## config.mk

```make
export PLATFORM = sky130hd
export DESIGN_NAME = motion_sequencer
export DESIGN_NICKNAME = d
export VERILOG_FILES = /design/src/rtl/motion_sequencer.sv
export SDC_FILE = /design/constraint.sdc
export NUM_CORES = 1
export LEC_CHECK = 0
export CAP_MARGIN = 10
export CORE_ASPECT_RATIO = 0.75
export CORE_MARGIN = 3
export CORE_UTILIZATION = 40
export CTS_CLUSTER_SIZE = 12
export DETAILED_ROUTE_END_ITERATION = 6
export PLACE_DENSITY = 0.59
export SLEW_MARGIN = 5
export SYNTH_ARGS = -nofsm -noshare
export SYNTH_HDL_FRONTEND = slang
export SYNTH_SLANG_ARGS = --single-unit
export TNS_END_PERCENT = 20
```

## constraint.sdc

```tcl
create_clock -name clk -period 3.65 [get_ports clk]
set_input_delay 0.365 -clock clk [delete_from_list [all_inputs] [get_ports clk]]
set_output_delay 0.365 -clock clk [all_outputs]
set_load 0.05 [all_outputs]
```

## src/rtl/motion_sequencer.sv

```systemverilog
`default_nettype none
// ============================================================================
//  Module      : motion_sequencer
//  Description : Arbitrates autonomous (navigator) and manual motion commands,
//                turns each granted command into a timed motor pulse followed
//                by a motors-off settle dwell, and strobes nav_step once per
//                completed autonomous move.
//  Revision    : 1.0 - initial release
// ============================================================================
module motion_sequencer #(
    parameter int CNT_W         = 16,
    parameter int FWD_CYCLES    = 1000,
    parameter int TURN_CYCLES   = 2500,
    parameter int SETTLE_CYCLES = 200
) (
    input  logic clk,
    input  logic reset,
    input  logic nav_front,
    input  logic nav_rotate,
    input  logic manual_en,
    input  logic man_front,
    input  logic man_rotate,
    input  logic head_obstacle,
    output logic motor_fwd,
    output logic motor_turn,
    output logic nav_step,
    output logic move_done,
    output logic abort,
    output logic busy,
    output logic src_manual
);

    // Counter reload values; each phase lasts (load + 1) cycles because the
    // state exits when the counter reaches zero.
    localparam logic [CNT_W-1:0] FWD_LOAD    = CNT_W'(FWD_CYCLES - 1);
    localparam logic [CNT_W-1:0] TURN_LOAD   = CNT_W'(TURN_CYCLES - 1);
    localparam logic [CNT_W-1:0] SETTLE_LOAD = CNT_W'(SETTLE_CYCLES - 1);
    localparam logic [CNT_W-1:0] CNT_ONE     = CNT_W'(1);

    typedef enum logic [1:0] {
        S_IDLE     = 2'd0,
        S_MOVE_FWD = 2'd1,
        S_TURNING  = 2'd2,
        S_SETTLE   = 2'd3
    } state_t;

    state_t           r_state;
    state_t           w_state_nxt;
    logic [CNT_W-1:0] r_cnt;
    logic [CNT_W-1:0] w_cnt_nxt;
    logic             r_src;
    logic             w_src_nxt;
    logic             r_nav_step;
    logic             w_nav_step_nxt;
    logic             r_move_done;
    logic             w_move_done_nxt;
    logic             r_abort;
    logic             w_abort_nxt;

    logic             w_req_front;
    logic             w_req_rotate;
    logic             w_cnt_zero;

    // Request mux: the selected source only matters while IDLE, because
    // grants are the only place these wires are consumed.
    assign w_req_front  = manual_en ? man_front  : nav_front;
    assign w_req_rotate = manual_en ? man_rotate : nav_rotate;
    assign w_cnt_zero   = (r_cnt == '0);

    // Next-state, counter and registered-pulse decode.
    always_comb begin
        w_state_nxt     = r_state;
        w_cnt_nxt       = r_cnt;
        w_src_nxt       = r_src;
        w_nav_step_nxt  = 1'b0;
        w_move_done_nxt = 1'b0;
        w_abort_nxt     = 1'b0;

        case (r_state)
            S_IDLE: begin
                w_cnt_nxt = '0;
                if (w_req_rotate) begin
                    // Rotate wins over front when both are requested.
                    w_state_nxt = S_TURNING;
                    w_cnt_nxt   = TURN_LOAD;
                    w_src_nxt   = manual_en;
                end else if (w_req_front) begin
                    w_state_nxt = S_MOVE_FWD;
                    w_cnt_nxt   = FWD_LOAD;
                    w_src_nxt   = manual_en;
                end else begin
                    // Idle navigator gets nudged to re-evaluate; manual
                    // control never drives the navigator.
                    w_nav_step_nxt = ~manual_en;
                end
            end

            S_MOVE_FWD: begin
                if (head_obstacle) begin
                    // Obstacle abort beats normal completion on the same cycle.
                    w_state_nxt = S_SETTLE;
                    w_cnt_nxt   = SETTLE_LOAD;
                    w_abort_nxt = 1'b1;
                end else if (w_cnt_zero) begin
                    w_state_nxt = S_SETTLE;
                    w_cnt_nxt   = SETTLE_LOAD;
                end else begin
                    w_cnt_nxt = r_cnt - CNT_ONE;
                end
            end

            S_TURNING: begin
                // The obstacle sensor faces forward; it is irrelevant to turns.
                if (w_cnt_zero) begin
                    w_state_nxt = S_SETTLE;
                    w_cnt_nxt   = SETTLE_LOAD;
                end else begin
                    w_cnt_nxt = r_cnt - CNT_ONE;
                end
            end

            S_SETTLE: begin
                if (w_cnt_zero) begin
                    w_state_nxt     = S_IDLE;
                    w_cnt_nxt       = '0;
                    w_move_done_nxt = 1'b1;
                    w_nav_step_nxt  = ~r_src;
                end else begin
                    w_cnt_nxt = r_cnt - CNT_ONE;
                end
            end

            default: begin
                w_state_nxt = S_IDLE;
                w_cnt_nxt   = '0;
            end
        endcase
    end

    // State, counter, source latch and one-cycle pulse registers.
    always_ff @(posedge clk) begin
        if (reset) begin
            r_state     <= S_IDLE;
            r_cnt       <= '0;
            r_src       <= 1'b0;
            r_nav_step  <= 1'b0;
            r_move_done <= 1'b0;
            r_abort     <= 1'b0;
        end else begin
            r_state     <= w_state_nxt;
            r_cnt       <= w_cnt_nxt;
            r_src       <= w_src_nxt;
            r_nav_step  <= w_nav_step_nxt;
            r_move_done <= w_move_done_nxt;
            r_abort     <= w_abort_nxt;
        end
    end

    // Motor drives and busy are pure state decodes, so the two motors can
    // never be driven together and no input reaches an output combinationally.
    assign motor_fwd  = (r_state == S_MOVE_FWD);
    assign motor_turn = (r_state == S_TURNING);
    assign busy       = (r_state != S_IDLE);
    assign nav_step   = r_nav_step;
    assign move_done  = r_move_done;
    assign abort      = r_abort;
    assign src_manual = r_src;

endmodule
`default_nettype wire

```

**Word-level counts from Yosys, hierarchy flattened**

Cells that the tools add are included.
W data, S select, Z words.

- Bitwise logic cells: 4
- Muxes and demuxes: 22
- Reduce and logical (&&, ||, !) cells: 8
- Equal/unequal tests: 5
- $add $sub $neg: 1

Operators with widths:

| operator | count |
|---|---|
| $pmux W16 S4 | 1 |
| $mux W16 | 3 |
| $logic_not A16 Y1 | 1 |
| $sub A16 B1 Y16 const B | 1 |
| $mux W12 | 1 |
| $mux W10 | 1 |
| $mux W2 | 5 |
| $mux W1 | 9 |
| $pmux W2 S4 | 1 |
| $eq A2 B2 Y1 const B | 2 |
| $not A1 Y1 | 4 |
| $reduce_and A2 Y1 | 2 |
| $reduce_bool A2 Y1 | 2 |
| $reduce_or A2 Y1 | 2 |
| $ne A3 B3 Y1 const B | 1 |
| $eq A2 B1 Y1 const B | 1 |
| $logic_not A2 Y1 | 1 |
| $ne A2 B2 Y1 const B | 1 |
| $pmux W1 S2 | 1 |

- Register bits after elaboration: 22
- Output and inout bits: 7
- Word-level logic and storage cells: 46
- Input port bits: 8

**Logic depth before layout (Yosys ltp)**

Gate-level depths: netlist of the first run.

- Depth in word-level cells: 4
- Depth in mapped cells: 8
- Mapped depth without buffers: 6

**Worst setup path after synthesis of the first run**

Ideal clock, no wire load.

- Kind: register to register
- Start point: register r_cnt[0]
- End point: register r_nav_step (netlist: nav_step)
- Data required time: 3.580 ns
- Path buffers: 2
- Clock period less this slack: 2.444 ns
- Arrival: 2.374 ns
- Cell stages (with the launch flop): 9
- Path slack: 1.206 ns
- Library setup time: 0.070 ns
- Path through: dfxtp_1 -> inv_1 -> ha_1 -> or4b_1 -> buf_2 -> or4_4 -> buf_6 -> or4b_1 -> a21oi_1

- Word-level cells in the longest chain between the ends: 3

RTL lines:

| item | RTL line | text |
|---|---|---|
| start, declared | 49 | `logic [CNT_W-1:0] r_cnt;` |
| start signal, assigned | 151 | `r_cnt <= w_cnt_nxt;` |
| $logic_not A16 Y1 | 68 | `assign w_cnt_zero = (r_cnt == '0);` |
| $mux W1 | 123 | `if (w_cnt_zero) begin` |
| $pmux W1 S2 | 79 | `case (r_state)` |
| end signal, assigned | 153 | `r_nav_step <= w_nav_step_nxt;` |
| end, declared | 53 | `logic r_nav_step;` |

No other way between the ends.
A chain may end at the register's enable or synchronous reset.

**Worst setup path in the final report of the first run**

Ends and elaborated chain as after synthesis.

==> results of run 1 <==
power groups by stage:
stage / sequential (µW) / clock, µW / combinational [µW]
after global routing: 380 / 189 / 719
after CTS: 369 / 179 / 651
after global placement: 370 / 0 / 652
after floorplan: 372 / 0 / 513
final: 371 / 172 / 654
after detailed placement: 374 / 0 / 649
layout by cell type (no fill, tap or decap), drive strengths merged, types with 3 or more instances in the layout:
cell / n
or4: 5
dfxtp: 22
or3: 7
a211oi: 3
inv: 7
xnor2: 5
nand3: 3
nor2: 9
nor3: 7
nand2: 5
o41ai: 4
clkbuf: 4
ha: 5
nand4: 3
o21ai: 14
xor2: 3
clkdlybuf4s50: 14
nor4: 4
and3: 3
a21oi: 8
critical path: stages (launching register included):
cell and delay [ps]:
dfxtp_1 350, inv_1 70, ha_1 210, or4b_1 590, or4_4 640, or4b_1 480
a21oi_1 150
sequential cells by signal (all words and copies together), names as in the netlist:
signal,flops
r_cnt,16
move_done,1
r_state,2
abort,1
src_manual,1
nav_step,1
Yosys cell counts, drive strengths merged (4+ instances only):
cell type | instances | area (µm²)
xnor2 | 5 | 43.79
o21ai | 14 | 70.06
nor3 | 7 | 35.03
o41ai | 4 | 35.03
ha | 5 | 62.56
or4 | 5 | 41.29
nand2 | 5 | 18.77
a21oi | 8 | 40.04
nor2 | 9 | 33.78
nor4 | 4 | 25.02
inv | 7 | 26.28
or3 | 7 | 43.79
dfxtp | 22 | 440.4
metal layers:
layer  part of all wire  GRT usage
met1               0.50     0.2211
met2               0.43     0.2373
met3              0.062    0.05503
met5                  0          0
met4             0.0036    0.03247
path summary, 6_finish.rpt:
| check | end | cells after the start |
|---|---|---|
| setup / recovery | nav_step$_SDFF_PP0_ | 6 |
| hold reg to reg | r_cnt[15]$_SDFF_PP0_ | 2 |
| setup reg to reg | nav_step$_SDFF_PP0_ | 6 |
| hold / removal | r_cnt[15]$_SDFF_PP0_ | 2 |
cells by family (layout without fill, tap and decap cells):
| group | after synthesis | after routing |
|---|---|---|
| adders and majority gates | 5 | 5 |
| DFF | 22 | 22 |
| AOI/OAI and AO/OA | 33 | 33 |
| xor gates and xnor gates | 8 | 8 |
| buffers and inverters | 12 | 25 |
| and+or+nand+nor | 56 | 56 |
| muxes | 3 | 3 |
cell type report:
type	count	area, µm²	share of cell area
Clock buffer	4	55.05	0.03918
Sequential cell	22	440.4	0.3134
Tap cell	36	45.04	0.03206
Inverter	7	26.28	0.01870
Multi-Input combinational cell	105	698.2	0.4969
Timing Repair Buffer	14	140.1	0.09973
through the flow:
stage	power [µW]	utilization
after global placement	1022	0.4959
after detailed placement	1023	0.4959
final	1197	0.5161
after floorplan	884.7	-
after global routing	1288	0.5161
after CTS	1200	0.5161
==> flow_summary.yaml, run 1 <==
status:
  outcome: "finished, final reports clean"
yosys:
  yosys.area_share.simple: 0.2791
  synth_edf_count: 0
  synth_xor_area_frac: 0.05876
  ys_ff_latch: 22
  ys_async_sr_fraction: 0
  synth_top_family_by_area: "simple AND/OR/NAND/NOR gates"
  synth_cell_types: 35
  synth_nets: 152
  synth_mux_area_frac: 0.02728
  synthAdderAreaFrac: 0.05247
  synth_compound_area_frac: 0.1679
  syn-instance-count: 139
  yosys_warnings: 0
  synth_top_flop_cell: "dfxtp_1"
  syn_area_per_cell_um2: 8.578
  ys_seq_area_frac: 0.3694
  syn_area_um2: 1192
setup_path:
  rrSetupSlack_ps: 1100
  timing.rr.start: "r_cnt[0]$_SDFF_PP0_"
  required_ps: 3850
  path_class: "register to register"
  startpoint_type: "register"
  critPathCaptureType: "register"
  cp.arrival_ps: 2750
  crit_fanout: 9
  startpoint: "r_cnt[0]$_SDFF_PP0_"
timing:
  post-route-period-util: 0.6992
  slew_violations: 0
  hold_viol: 0
  final-setup-viol-count: 0
  fin_setup_tns_ps: 0
  finalWorstSetupSlack_ps: 1098
  max_slew_margin: 0.3720
  max_freq_mhz: 391.8
  min_period_ps: 2552
  rsz0062_at_grt: "false"
  whs_ps: 487.7
  skew_ps: 2.973
  tightest_slew_ps: 929.8
detailed_routing:
  vias: 1103
  wirelength_um: 2764
  antenna_left: 0
  wl_per_cell_um: 14.70
  first_iter_violations: 122
  dr.pass1.iters: 4
  remaining_drc_errors: 0
  viasPerCell: 5.867
pwr:
  p_int_uw: 667.0
  leakagePower_uw: 0.0005179
  share_comb_of_total_power: 0.546
  power.share.switching: 0.4427
  clkPwrFrac: 0.143
  p_sw_uw: 529.8
  p_per_area_nw_per_um2: 851.7
  pwr-share-seq: 0.310
  ir_drop_uv: 317.3
floorplan:
  coreArea_um2: 2723
  rows: 16
  die_h_um: 53.29
  die_area_um2: 3679
  start_util: 0.4380
  die_x_um: 69.05
  io_pins: 15
clock_network:
  htree_levels: 1
  cts_hold_buffers: 0
  cts_root_buffer: "clkbuf_8"
  clock_path_buffers: 2
  cts_buffers: 3
  clk_latency_ps: 260
  cts_tree: "done"
  ctsResizeCount: 0
  clk_pin_slew_ps: 80
  post_cts_buffers: 0
  clock-sinks: 22
global_routing:
  grt_max_degree: 13
  grt_pass1_vias: 961
  antenna_found_initial: 0
  grt_overflow: 0
  grt_use_total: 0.1592
  grt_pass1_wl_um: 4540
placed_design:
  port_buffers: 14
  dpl.cell_count: 184
  routabilityCongestion: 0.8515
  place_area_um2: 1350
  pre_cts_ws_ps: 1108
  hpwl_um: 2162
cells_and_area:
  final-instance-count-excl-fill: 188
  drive_gt1_frac: 0.05921
  antenna_cells: 0
  fillCellCount: 259
  nets: 166
  finish.instance_area_um2: 1405
  syn2layout_area_growth_pct: 17.84
min_path:
  hp-class: "register to register"
  min_from: "r_cnt[15]$_SDFF_PP0_"
run:
  maxCapViolations: 0
Note: power is estimated with default switching activity, not from simulation.
==> run 2, diff against run 1 <==
- clock period: 3.65 -> 2.65 ns (I/O delays scaled with it)
==> run 2 against run 1 <==
Effect of this change:
- setup slack got worse by 860 ps
- sequential share of layout area fell by 0.95 points
- non-clock buffer count rose by 3
- combinational power rose by 46%
- critical path type unchanged
==> flow_summary.yaml, run 2 (synthesis results as in run 1) <==
status:
  outcome: "finished, final reports clean"
timing:
  max_freq_mhz: 414.4
  fin_setup_tns_ps: 0
  tightest_slew_ps: 588.2
  final-setup-viol-count: 0
  hold_viol: 0
  max_slew_margin: 0.6043
  min_period_ps: 2413
  rsz0062_at_grt: "false"
  skew_ps: 9.826
  post-route-period-util: 0.9105
  slew_violations: 0
run:
  maxCapViolations: 0
min_path:
  hp-class: "register to register"
cells_and_area:
  final_cell_mix: "dfxtp_1, clkdlybuf4s50_1, o21ai_0"
  final_common_cell: "dfxtp_1"
  fillCellCount: 276
  nets: 169
  largest_register_ffs: 16
  final-instance-count-excl-fill: 191
  final_core_util: 0.5322
  antenna_cells: 0
  reg.largest.list: "r_cnt x16, r_state x2"
  syn2layout_area_growth_pct: 21.51
  drive_gt1_frac: 0.08387
  largest-register: "r_cnt"
detailed_routing:
  viasPerCell: 5.838
  vias: 1115
  dr.pass1.iters: 4
  remaining_drc_errors: 0
  first_iter_violations: 132
  wl_per_cell_um: 15.37
  top_layer_used: "met4"
  wirelength_um: 2935
  antenna_left: 0
  wl_met3_um: 158
  dr_wl_met2_um: 1268
  wirelength_met1_um: 1494
global_routing:
  grt_pass1_wl_um: 5009
  grt_use_total: 0.1746
  grt_overflow: 0
  grt_max_degree: 14
  antenna_found_initial: 0
  grt_pass1_vias: 986
setup_path:
  max_stage_delay_ps: 620
  crit_fanout: 9
  startpoint_type: "register"
  slowest_stage: "or4_4"
  path_cells: "inv_1, ha_1, or4b_1, or4_4, or4b_1, a21oi_1"
  required_ps: 2860
  path_class: "register to register"
  critical_path_buf_inv_count: 1
  critical_path.most_common_cell: "or4b_1"
  critPathCaptureType: "register"
  critical_path.top_delay_family: "simple AND/OR/NAND/NOR gates"
  cp.arrival_ps: 2620
floorplan:
  io_pins: 15
  start_util: 0.4380
  die_h_um: 53.29
  coreArea_um2: 2723
  die_x_um: 69.05
  rows: 16
  die_area_um2: 3679
placed_design:
  hpwl_um: 2264
  port_buffers: 14
  routabilityCongestion: 0.8053
  dpl.cell_count: 187
clock_network:
  clk_latency_ps: 260
  clk_pin_slew_ps: 90
  htree_levels: 1
  clock_path_buffers: 2
  cts_hold_buffers: 0
  cts_tree: "done"
  cts_buffers: 3
  clock-sinks: 22
  cts_root_buffer: "clkbuf_8"
pwr:
  total_power_uw: 1773
  ir_drop_uv: 584.2
  p_per_area_nw_per_um2: 1224
  leakagePower_uw: 0.0005403
run 2: changes by cell type in the layout (fill, tap and decap cells not counted):
cell and change:
or3_1 -1, buf_4 +3, bufinv_16 +1, clkbuf_8 -1, or3_4 +1
run 2: final cells by class:
cell class / instances / area, µm² / area share
Tap cell: 36 / 45.04 / 0.03109
Multi-Input combinational cell: 105 / 703.2 / 0.4853
Timing Repair Buffer: 17 / 162.7 / 0.1123
Sequential cell: 22 / 440.4 / 0.3040
Clock buffer: 3 / 41.29 / 0.02850
Clock inverter: 1 / 30.03 / 0.02073
Inverter: 7 / 26.28 / 0.01813
run 2: worst paths after layout:
path,end,slack [ps],cells after the start,start
max reg2reg,nav_step$_SDFF_PP0_,240,6,r_cnt[0]$_SDFF_PP0_
min,r_cnt[15]$_SDFF_PP0_,510,2,r_cnt[15]$_SDFF_PP0_
max,nav_step$_SDFF_PP0_,240,6,r_cnt[0]$_SDFF_PP0_
min reg2reg,r_cnt[15]$_SDFF_PP0_,510,2,r_cnt[15]$_SDFF_PP0_
run 2: metrics by stage:
step                worst slack, ps  hold WS [ps]  cell area, µm²
floorplan                     206.4         434.9            1192
global placement              303.1         485.5            1373
detailed placement            78.88         480.2            1373
CTS                           61.26         502.5            1444
global route                  93.08         544.0            1449
finish                        237.1         507.4            1449
run 2: timing repair:
item | 4_1_cts | 5_1_grt
setup buffers | 0 | 0
gates resized for setup | 0 | 1
endpoints found under the setup margin | 0 | 4
run 2: worst register-to-register path: stages, from the launching register on:
cell and delay (ps):
dfxtp_1 350, inv_1 70, ha_1 200, or4b_1 500, or4_4 620, or4b_1 490
a21oi_1 140
run 2: per-layer routing:
| layer | up-vias | global-route usage |
|---|---|---|
| met1 | 526 | 0.2492 |
| li1 | 558 | - |
| met5 | - | 0 |
| met3 | 2 | 0.03605 |
| met4 | 0 | 0.02922 |
| met2 | 29 | 0.2737 |
run 2: power by group:
group / internal, µW / switching, µW
clock network: 202 / 112
logic: 411 / 541
registers: 412 / 95.3
total: 1030 / 748
